===== src/rtl/illegal_inst_trap.sv =====
// rtl/illegal_inst_trap.sv - RISC-V illegal-instruction detector and trap requester
//
// Accepts one instruction per cycle in IDLE and decodes its legality. The
// registered result appears one cycle after acceptance. An illegal
// instruction moves the block to TRAP, where it raises an mcause=2 request
// to the CSR unit and holds it until the CSR unit acknowledges.
//
// Ports:
//   clk          clock, rising edge
//   rst_n        synchronous active-low reset
//   inst_valid   inst/pc valid
//   inst_ready   block can accept (IDLE only)
//   inst         32-bit instruction word
//   pc           address of inst
//   res_valid    one-cycle pulse, result available
//   res_legal    registered legality of the accepted instruction
//   trap_req     illegal-instruction trap request
//   trap_cause   mcause (2) while trap_req, else 0
//   trap_tval    mtval (zero-extended inst) while trap_req, else 0
//   trap_epc     mepc (pc) while trap_req, else 0
//   trap_ack     CSR unit has taken the trap
//   illegal_cnt  saturating illegal-instruction count
module illegal_inst_trap #(
  parameter int XLEN   = 64,
  parameter bit EN_M   = 1'b1,
  parameter bit EN_CSR = 1'b1,
  parameter int CNT_W  = 16
) (
  input  logic             clk,
  input  logic             rst_n,
  input  logic             inst_valid,
  output logic             inst_ready,
  input  logic [31:0]      inst,
  input  logic [XLEN-1:0]  pc,
  output logic             res_valid,
  output logic             res_legal,
  output logic             trap_req,
  output logic [XLEN-1:0]  trap_cause,
  output logic [XLEN-1:0]  trap_tval,
  output logic [XLEN-1:0]  trap_epc,
  input  logic             trap_ack,
  output logic [CNT_W-1:0] illegal_cnt
);

  localparam bit              RV64          = (XLEN == 64);
  localparam logic [XLEN-1:0] CAUSE_ILLEGAL = XLEN'(2);

  typedef enum logic {IDLE, TRAP} state_t;

  state_t          state, state_nxt;
  logic            accept;
  logic            legal;
  logic [XLEN-1:0] tval_q;
  logic [XLEN-1:0] epc_q;

  logic [6:0] opcode;
  logic [2:0] f3;
  logic [6:0] f7;
  logic       shamt_ok;

  assign opcode = inst[6:0];
  assign f3     = inst[14:12];
  assign f7     = inst[31:25];
  // RV32 shift amounts are 5 bits; imm[5]=1 is reserved there.
  assign shamt_ok = RV64 || !inst[25];

  // Legality decode: combinational in inst and parameters only.
  always_comb begin
    legal = 1'b0;
    if (inst[1:0] == 2'b11) begin
      case (opcode)
        7'b0110111, 7'b0010111, 7'b1101111: legal = 1'b1;            // lui, auipc, jal
        7'b1100111: legal = (f3 == 3'd0);                             // jalr
        7'b1100011: legal = (f3 != 3'd2) && (f3 != 3'd3);             // branches
        7'b0000011: legal = (f3 == 3'd0) || (f3 == 3'd1) || (f3 == 3'd2) ||
                            (f3 == 3'd4) || (f3 == 3'd5) ||
                            (RV64 && ((f3 == 3'd3) || (f3 == 3'd6)));  // loads
        7'b0100011: legal = (f3 == 3'd0) || (f3 == 3'd1) || (f3 == 3'd2) ||
                            (RV64 && (f3 == 3'd3));                   // stores
        7'b0010011: begin                                             // OP-IMM
          if (f3 == 3'd1)
            legal = (inst[31:26] == 6'h00) && shamt_ok;
          else if (f3 == 3'd5)
            legal = ((inst[31:26] == 6'h00) || (inst[31:26] == 6'h10)) && shamt_ok;
          else
            legal = 1'b1;
        end
        7'b0110011: begin                                             // OP
          if (f7 == 7'h00)
            legal = 1'b1;
          else if (f7 == 7'h20)
            legal = (f3 == 3'd0) || (f3 == 3'd5);
          else if (f7 == 7'h01)
            legal = EN_M;
          else
            legal = 1'b0;
        end
        7'b0001111: legal = (f3 == 3'd0);                             // fence
        7'b0011011: begin                                             // OP-IMM-32
          if (!RV64)
            legal = 1'b0;
          else if (f3 == 3'd0)
            legal = 1'b1;
          else if (f3 == 3'd1)
            legal = (f7 == 7'h00);
          else if (f3 == 3'd5)
            legal = (f7 == 7'h00) || (f7 == 7'h20);
          else
            legal = 1'b0;
        end
        7'b0111011: begin                                             // OP-32
          if (!RV64)
            legal = 1'b0;
          else if (f7 == 7'h00)
            legal = (f3 == 3'd0) || (f3 == 3'd1) || (f3 == 3'd5);
          else if (f7 == 7'h20)
            legal = (f3 == 3'd0) || (f3 == 3'd5);
          else if (f7 == 7'h01)
            legal = EN_M && (f3 != 3'd1) && (f3 != 3'd2) && (f3 != 3'd3);
          else
            legal = 1'b0;
        end
        7'b1110011: begin                                             // SYSTEM
          if ((inst == 32'h0000_0073) || (inst == 32'h0010_0073))
            legal = 1'b1;
          else if (EN_CSR)
            legal = (inst == 32'h3020_0073) ||
                    ((f3 != 3'd0) && (f3 != 3'd4));
          else
            legal = 1'b0;
        end
        default: legal = 1'b0;
      endcase
    end
  end

  assign inst_ready = (state == IDLE);
  assign accept     = inst_valid && inst_ready;

  always_comb begin
    state_nxt = state;
    case (state)
      IDLE:    if (accept && !legal) state_nxt = TRAP;
      TRAP:    if (trap_ack)         state_nxt = IDLE;
      default: state_nxt = IDLE;
    endcase
  end

  always_ff @(posedge clk) begin
    if (!rst_n) begin
      state       <= IDLE;
      res_valid   <= 1'b0;
      res_legal   <= 1'b0;
      tval_q      <= '0;
      epc_q       <= '0;
      illegal_cnt <= '0;
    end else begin
      state     <= state_nxt;
      res_valid <= accept;
      if (accept) begin
        res_legal <= legal;
        // Trap payload is captured only on illegal accepts so it stays
        // stable for the whole TRAP residency.
        if (!legal) begin
          tval_q <= XLEN'(inst);
          epc_q  <= pc;
          if (illegal_cnt != {CNT_W{1'b1}})
            illegal_cnt <= illegal_cnt + 1'b1;
        end
      end else begin
        res_legal <= 1'b0;
      end
    end
  end

  assign trap_req   = (state == TRAP);
  assign trap_cause = trap_req ? CAUSE_ILLEGAL : '0;
  assign trap_tval  = trap_req ? tval_q : '0;
  assign trap_epc   = trap_req ? epc_q : '0;

endmodule


===== config.mk =====
export PLATFORM = sky130hd
export DESIGN_NAME = illegal_inst_trap
export DESIGN_NICKNAME = d
export VERILOG_FILES = /design/src/rtl/illegal_inst_trap.sv
export SDC_FILE = /design/constraint.sdc
export NUM_CORES = 1
export LEC_CHECK = 0
export CAP_MARGIN = 20
export CORE_ASPECT_RATIO = 1.1
export CORE_MARGIN = 4
export CORE_UTILIZATION = 40
export CTS_CLUSTER_SIZE = 25
export DETAILED_ROUTE_END_ITERATION = 8
export GPL_TIMING_DRIVEN = 0
export MAX_ROUTING_LAYER = met4
export PLACE_DENSITY_LB_ADDON = 0.12
export SLEW_MARGIN = 20
export SYNTH_ARGS = -nofsm -noshare
export SYNTH_HDL_FRONTEND = slang
export SYNTH_SLANG_ARGS = --single-unit

===== constraint.sdc =====
create_clock -name clk -period 2.9 [get_ports clk]
set_input_delay 0.29 -clock clk [delete_from_list [all_inputs] [get_ports clk]]
set_output_delay 0.29 -clock clk [all_outputs]
set_load 0.01 [all_outputs]

== Word level (Yosys, flattened, before mapping) ==
Index checks and enable logic that the tools add are counted.

* Output and inout bits: 212
* Flip-flop bits (word level): 115
* Logic and storage cells: 89

* Mux-type cells: 20
* Eq/ne operators: 31
* Reductions and logical operators: 29
* Bitwise operators: 2
* Add/subtract/negate cells: 1

{| class="wikitable"
|+ Operators by type and width
! cell !! count
|-
| two-way mux 64 bit || 1
|-
| equality test 7 x 6 -> 1 bit, second input constant || 5
|-
| equality test 32 x 21 -> 1 bit, second input constant || 1
|-
| equality test 32 x 30 -> 1 bit, second input constant || 1
|-
| equality test 32 x 7 -> 1 bit, second input constant || 1
|-
| two-way mux 32 bit || 1
|-
| equality test 7 bit, second input constant || 4
|-
| equality test 7 x 5 -> 1 bit, second input constant || 3
|-
| adder 16 x 1 -> 16 bit, second input constant || 1
|-
| inequality test 16 bit, second input constant || 1
|-
| two-way mux 1 bit || 15
|-
| logical OR 1 bit || 13
|-
| case mux 1 bit (10 select lines) || 1
|-
| equality test 3 bit, second input constant || 3
|-
| equality test 7 x 1 -> 1 bit, second input constant || 1
|-
| equality test 7 x 2 -> 1 bit, second input constant || 1
|-
| equality test 7 x 4 -> 1 bit, second input constant || 1
|-
| zero test 7 bit || 1
|-
| equality test 3 x 2 -> 1 bit, second input constant || 2
|-
| equality test 6 x 5 -> 1 bit, second input constant || 1
|-
| logical AND 1 bit || 6
|-
| zero test 6 bit || 1
|-
| inequality test 3 x 2 -> 1 bit, second input constant || 2
|-
| AND reduction 2 bit || 2
|-
| 13 further kinds || 14
|}

== Logic depth before layout (Yosys ltp) ==
* Depth after elaboration: 12
* Gate-level depth with buffers: 11
* Gate-level depth less buffers: 7

== Worst setup path before layout ==
Ideal clock, no wire load.

* Kind: input -> register
* Start point: input port inst[14]
* End point: register tval_q[19]
* Stages: 11
* Data required time: 2.831 ns
* Path slack: 0.662 ns
* Arrival: 2.169 ns
* Library setup time: 0.069 ns
* Path through: buf_6 -> nand2b_4 -> a311oi_1 -> o221ai_1 -> or4_4 -> nor3_4 -> buf_6 -> buf_8 -> buf_4 -> nand3_1 -> o21ai_1

* Longest elaborated chain between the ends: 10
* Elaborated cells on any way between the ends: 45
* Those cells by class: eq/ne: 13; mux: 13; bitwise: 1; reduce/logical: 18

{| class="wikitable"
|+ Ends and longest elaborated chain
! item !! RTL line !! source
|-
| start: declaration || 33 || <nowiki>input logic [31:0] inst,</nowiki>
|-
| inequality test 3 x 1 -> 1 bit, or another cell as far along || 119 || <nowiki>legal = EN_M && (f3 != 3'd1) && (f3 != 3'd2) && (f3 != 3'd3);</nowiki>
|-
| logical AND 1 bit / logical OR 1 bit (equally long branches) || - ||
|-
| logical AND 1 bit / logical OR 1 bit (equally long branches) || 119, 75, 78 ||
|-
| two-way mux 1 bit / logical OR 1 bit (equally long branches) || 118, 75 ||
|-
| two-way mux 1 bit / logical OR 1 bit (equally long branches) || 116, 76 ||
|-
| two-way mux 1 bit / logical OR 1 bit (equally long branches) || 114, 76 ||
|-
| case mux 1 bit (10 select lines) (*) || 71 || <nowiki>case (opcode)</nowiki>
|-
| two-way mux 1 bit (*) || 70 || <nowiki>if (inst[1:0] == 2'b11) begin</nowiki>
|-
| inverter 1 bit (no line) (*) || - ||
|-
| AND reduction 2 bit (no line) (*) || - ||
|-
| end signal: assignment || 165 || <nowiki>tval_q <= XLEN'(inst);</nowiki>
|-
| end: declaration || 53 || <nowiki>logic [XLEN-1:0] tval_q;</nowiki>
|}

Every way passes the cells marked *; elsewhere a longest branch is shown, timed or not.
A chain may end at the register's enable or synchronous reset.

== Worst setup path after layout ==
* Start point: input port inst[3]
* End point: register tval_q[20]

* Longest elaborated chain between the ends: 7
* Elaborated cells on any way between the ends: 25
* Those cells by class: eq/ne: 16; mux: 3; bitwise: 1; reduce/logical: 5

{| class="wikitable"
|+ Ends and longest elaborated chain
! item !! RTL line !! source
|-
| equality test 32 x 30 -> 1 bit, or another cell as far along || 127 || <nowiki>legal = (inst == 32'h3020_0073) ||</nowiki>
|-
| logical OR 1 bit, on equally long branches || 127, 124 ||
|-
| two-way mux 1 bit || 124 || <nowiki>if ((inst == 32'h0000_0073) || (inst == 32'h0010_0073))</nowiki>
|-
| case mux 1 bit (10 select lines) (*) || 71 ||
|-
| two-way mux 1 bit (*) || 70 ||
|-
| inverter 1 bit (no line) (*) || - ||
|-
| AND reduction 2 bit (no line) (*) || - ||
|}

Marks and branches as above.

==> run summary <==
The flow ran to the end, and the final reports show no timing, DRC or antenna violations. The final layout contains 1232 nets. Derived from the worst setup path, the maximum achievable clock frequency is 378 MHz. The iteration-0 DRC count of the detailed router came out at 243. The endpoint required time on the critical path came out at 3240 ps. The library cell used most frequently in the layout, excluding fill and tap cells, is sky130_fd_sc_hd__clkdlybuf4s50_1. STA classifies the critical path startpoint as a primary input. The maximum buffer depth of the clock tree came out at 2. The top fanout value on the critical path came out at 10. Entering global routing, the biggest net connects 17 pins. Synthesis instantiated 56 different standard cells from the library. The pin slew with the least headroom to its limit is 689 ps.

The clock-pin slew on the worst setup and hold paths is 50 ps. The worst endpoint data arrival time came out at 2980 ps. After detailed routing, the number of vias per cell comes to 4.64.

Among all stages on the critical path, the largest delay is contributed by sky130_fd_sc_hd__clkdlybuf4s50_1. The post-DP HPWL came out at 14900 um. The number of buffers inserted during clock tree synthesis is 17.

The worst slew margin relative to its limit is 54.1%. The number of antenna violations at the first check in global routing is 0. The leftover overflow at the end of global routing is 0. The total I/O pin count is 312. In the routed design, unresolved DRC markers number 0.

Yosys printed 0 warnings. The die extent in y came out at 139 um. The via count of the first global-routing pass is 5911. The floorplan die area came out at 17600 um2. The worst path in the final design needs a cycle of 2650 ps, including I/O delays and setup. Setup repair after global routing left no endpoint under its margin. The share of the cycle needed by the critical path after routing is 91.3%. The initial core utilization came out at 41.1%. The proportion of layout cells with a drive suffix above 1 came out at 13.6%. The floorplan step set the die width to 127 um. The sequential element share of the synthesized area is 37.0%.

The worst setup path is captured at a flip-flop. The wire length reported by the detailed router came out at 19600 um. The cell area power density came out at 470 nW/um2.

The mean instance size in the synthesized netlist came out at 7.73 um2. The category of cells accounting for the largest share of critical-path delay is simple AND/OR/NAND/NOR gates. In the synthesized netlist the async set-or-reset flop fraction comes to 0%.

The number of antenna diodes came out at 0. The max-slew violation total from the final report came out at 0. The number of core rows came out at 47.

Setup violations remaining at the end of the flow were counted as 0. In this run the tool buffered the top-level ports with 211 buffer cells. The clock skew came out at 4.51 ps. The worst setup path is of the primary input to flip-flop kind. Clock latency on the worst-skew pair, taken at its later pin, is 410 ps. The maximum vdd ir drop came out at 0.336 mV. At the end of the flow the core is filled with cells to 62.7%. The critical path goes through clkdlybuf4s50_1 -> and4bb_1 -> nand4_1 -> nor3_1 -> or4_4 -> nor3_4 -> buf_6 -> buf_8 -> buf_4 -> nand3_1 -> o21ai_1. The number of buffer and inverter instances along the worst setup path is 4. The total number of H-tree levels is 4. Summing every instance area after synthesis gives 6230 um2. The worst hold path belongs to the class primary input to flip-flop. Global routing consumed, over all layers together, 22.0% of the routing resources. Summing over every cut layer, the via total after detailed routing is 6207. The total instance count after detailed placement is 1307. The first global-routing pass estimated 30300 um of wire. The largest single stage delay on the critical path is 590 ps. The leakage component of the power came out at 3.93 nW. The number of sinks driven by the clock tree is 115. The congestion estimate from routability-driven global placement came to 0.833. The layout overhead on the synthesized area is 52.7%. The synthesized design contains 0 enable-type register cells.

The routed wirelength normalized by instance count is 14.6 um. The max capacitance violation total came out at 0. The first-pass detailed-route iteration total is 5. The post-cts hold buffer count came out at 0. The remaining antenna violation count after routing is 0. The number of standard cells after synthesis is 806. The library cells used most frequently in the layout, excluding fill and tap cells, are sky130_fd_sc_hd__clkdlybuf4s50_1, sky130_fd_sc_hd__nand2_1, sky130_fd_sc_hd__dfxtp_1.

The number of synthesized register bits is 115. The final hold violation count is 0. The most used flip-flop cell after synthesis is sky130_fd_sc_hd__dfxtp_1. The non-filler instance count after layout came out at 1338.

CTS placed an instance of sky130_fd_sc_hd__clkbuf_16 at the clock tree root. TritonCTS built the clock tree. The core footprint came out at 15200 um2.
## worst register-to-register path, delay by kind of cell, from the launching register on
family,cells,cell delay [ps]
mux,1,150
flops,1,360
simple gates,5,1210
fa+ha+maj,1,250
## metal layers
| layer | vias up | GRT usage (%) | part of all wire (%) |
|---|---|---|---|
| met4 | 0 | 7.51 | 1.7 |
| met1 | 2764 | 25.8 | 42 |
| li1 | 3178 | - | - |
| met2 | 246 | 35.8 | 47 |
| met3 | 19 | 6.43 | 8.7 |
| met5 | - | - | 0 |
## through the flow
step / cell area (um2) / setup WS [ps] / total power [mW] / TNS (ps) / hold WS, ps
finish: 9510 / 251 / 4.47 / 0 / 166
detailed placement: 8940 / -582 / 2.55 / -53210 / 437
global route: 9510 / 47.6 / 4.64 / 0 / 176
global placement: 8940 / -612 / 2.54 / -54950 / 432
floorplan: 6580 / 662 / 2.21 / 0 / 420
CTS: 9510 / 67.7 / 4.50 / 0 / 147
## area by class of cell
type,count,area (um2)
Timing Repair Buffer,213,2130
Clock inverter,10,85.1
Buffer,157,1040
Fill cell,1456,5660
Clock buffer,20,467
Inverter,6,22.5
Tap cell,196,245
Multi-Input combinational cell,621,3220
Sequential cell,115,2300
## synthesized netlist by cell type, drive strengths merged (3+ instances only)
| library cell | count | area (um2) |
|---|---|---|
| nand2 | 117 | 439 |
| dfxtp | 115 | 2300 |
| buf | 114 | 878 |
| nand3 | 109 | 546 |
| and2 | 98 | 613 |
| o21ai | 97 | 485 |
| clkbuf | 44 | 169 |
| nor2 | 14 | 52.6 |
| nand2b | 12 | 82.6 |
| mux2i | 10 | 100 |
| nor3 | 7 | 46.3 |
| inv | 6 | 22.5 |
| nor4 | 6 | 37.5 |
| a21oi | 5 | 25.0 |
| and3 | 5 | 31.3 |
| nand4 | 5 | 31.3 |
| and4b | 3 | 30.0 |
| nor2b | 3 | 18.8 |
| o2111ai | 3 | 26.3 |
## cell families after synthesis
group	share of synthesized area, %
simple gates	32.4
fa+ha+maj	0.201
buf+inv	17.2
flops	37.0
other cells	0.0602
xor+xnor	0.422
compound gates	11.2
mux	1.61
## where the power goes
group / internal [mW] / leakage, nW / switching (mW) / total (mW)
combinational: 0.394 / 2.72 / 0.402 / 0.796
sequential: 1.68 / 0.942 / 0.0460 / 1.73
clock: 1.22 / 0.265 / 0.717 / 1.94
## what timing repair did
action                     4_1_cts  5_1_grt
setup endpoints to repair      137       23
pin swaps                        1        1
buffers inserted                 2        0
gates resized for setup          2        1
## sequential cells by signal (all words and copies together), names as in the netlist
register / count
trap_req: 1
tval_q: 32
illegal_cnt: 16
res_valid: 1
epc_q: 64
res_legal: 1
## path summary, 6_finish.rpt
path / cells after the start / from / end / slack (ps)
hold / removal: 3 / inst[14] / tval_q[14] / 170
setup / recovery: 11 / inst[3] / tval_q[20] / 250
hold reg to reg: 2 / epc_q[57] / epc_q[57] / 440
setup reg to reg: 7 / illegal_cnt[0] / illegal_cnt[8] / 820
Note: power is estimated with default switching activity, not from simulation.
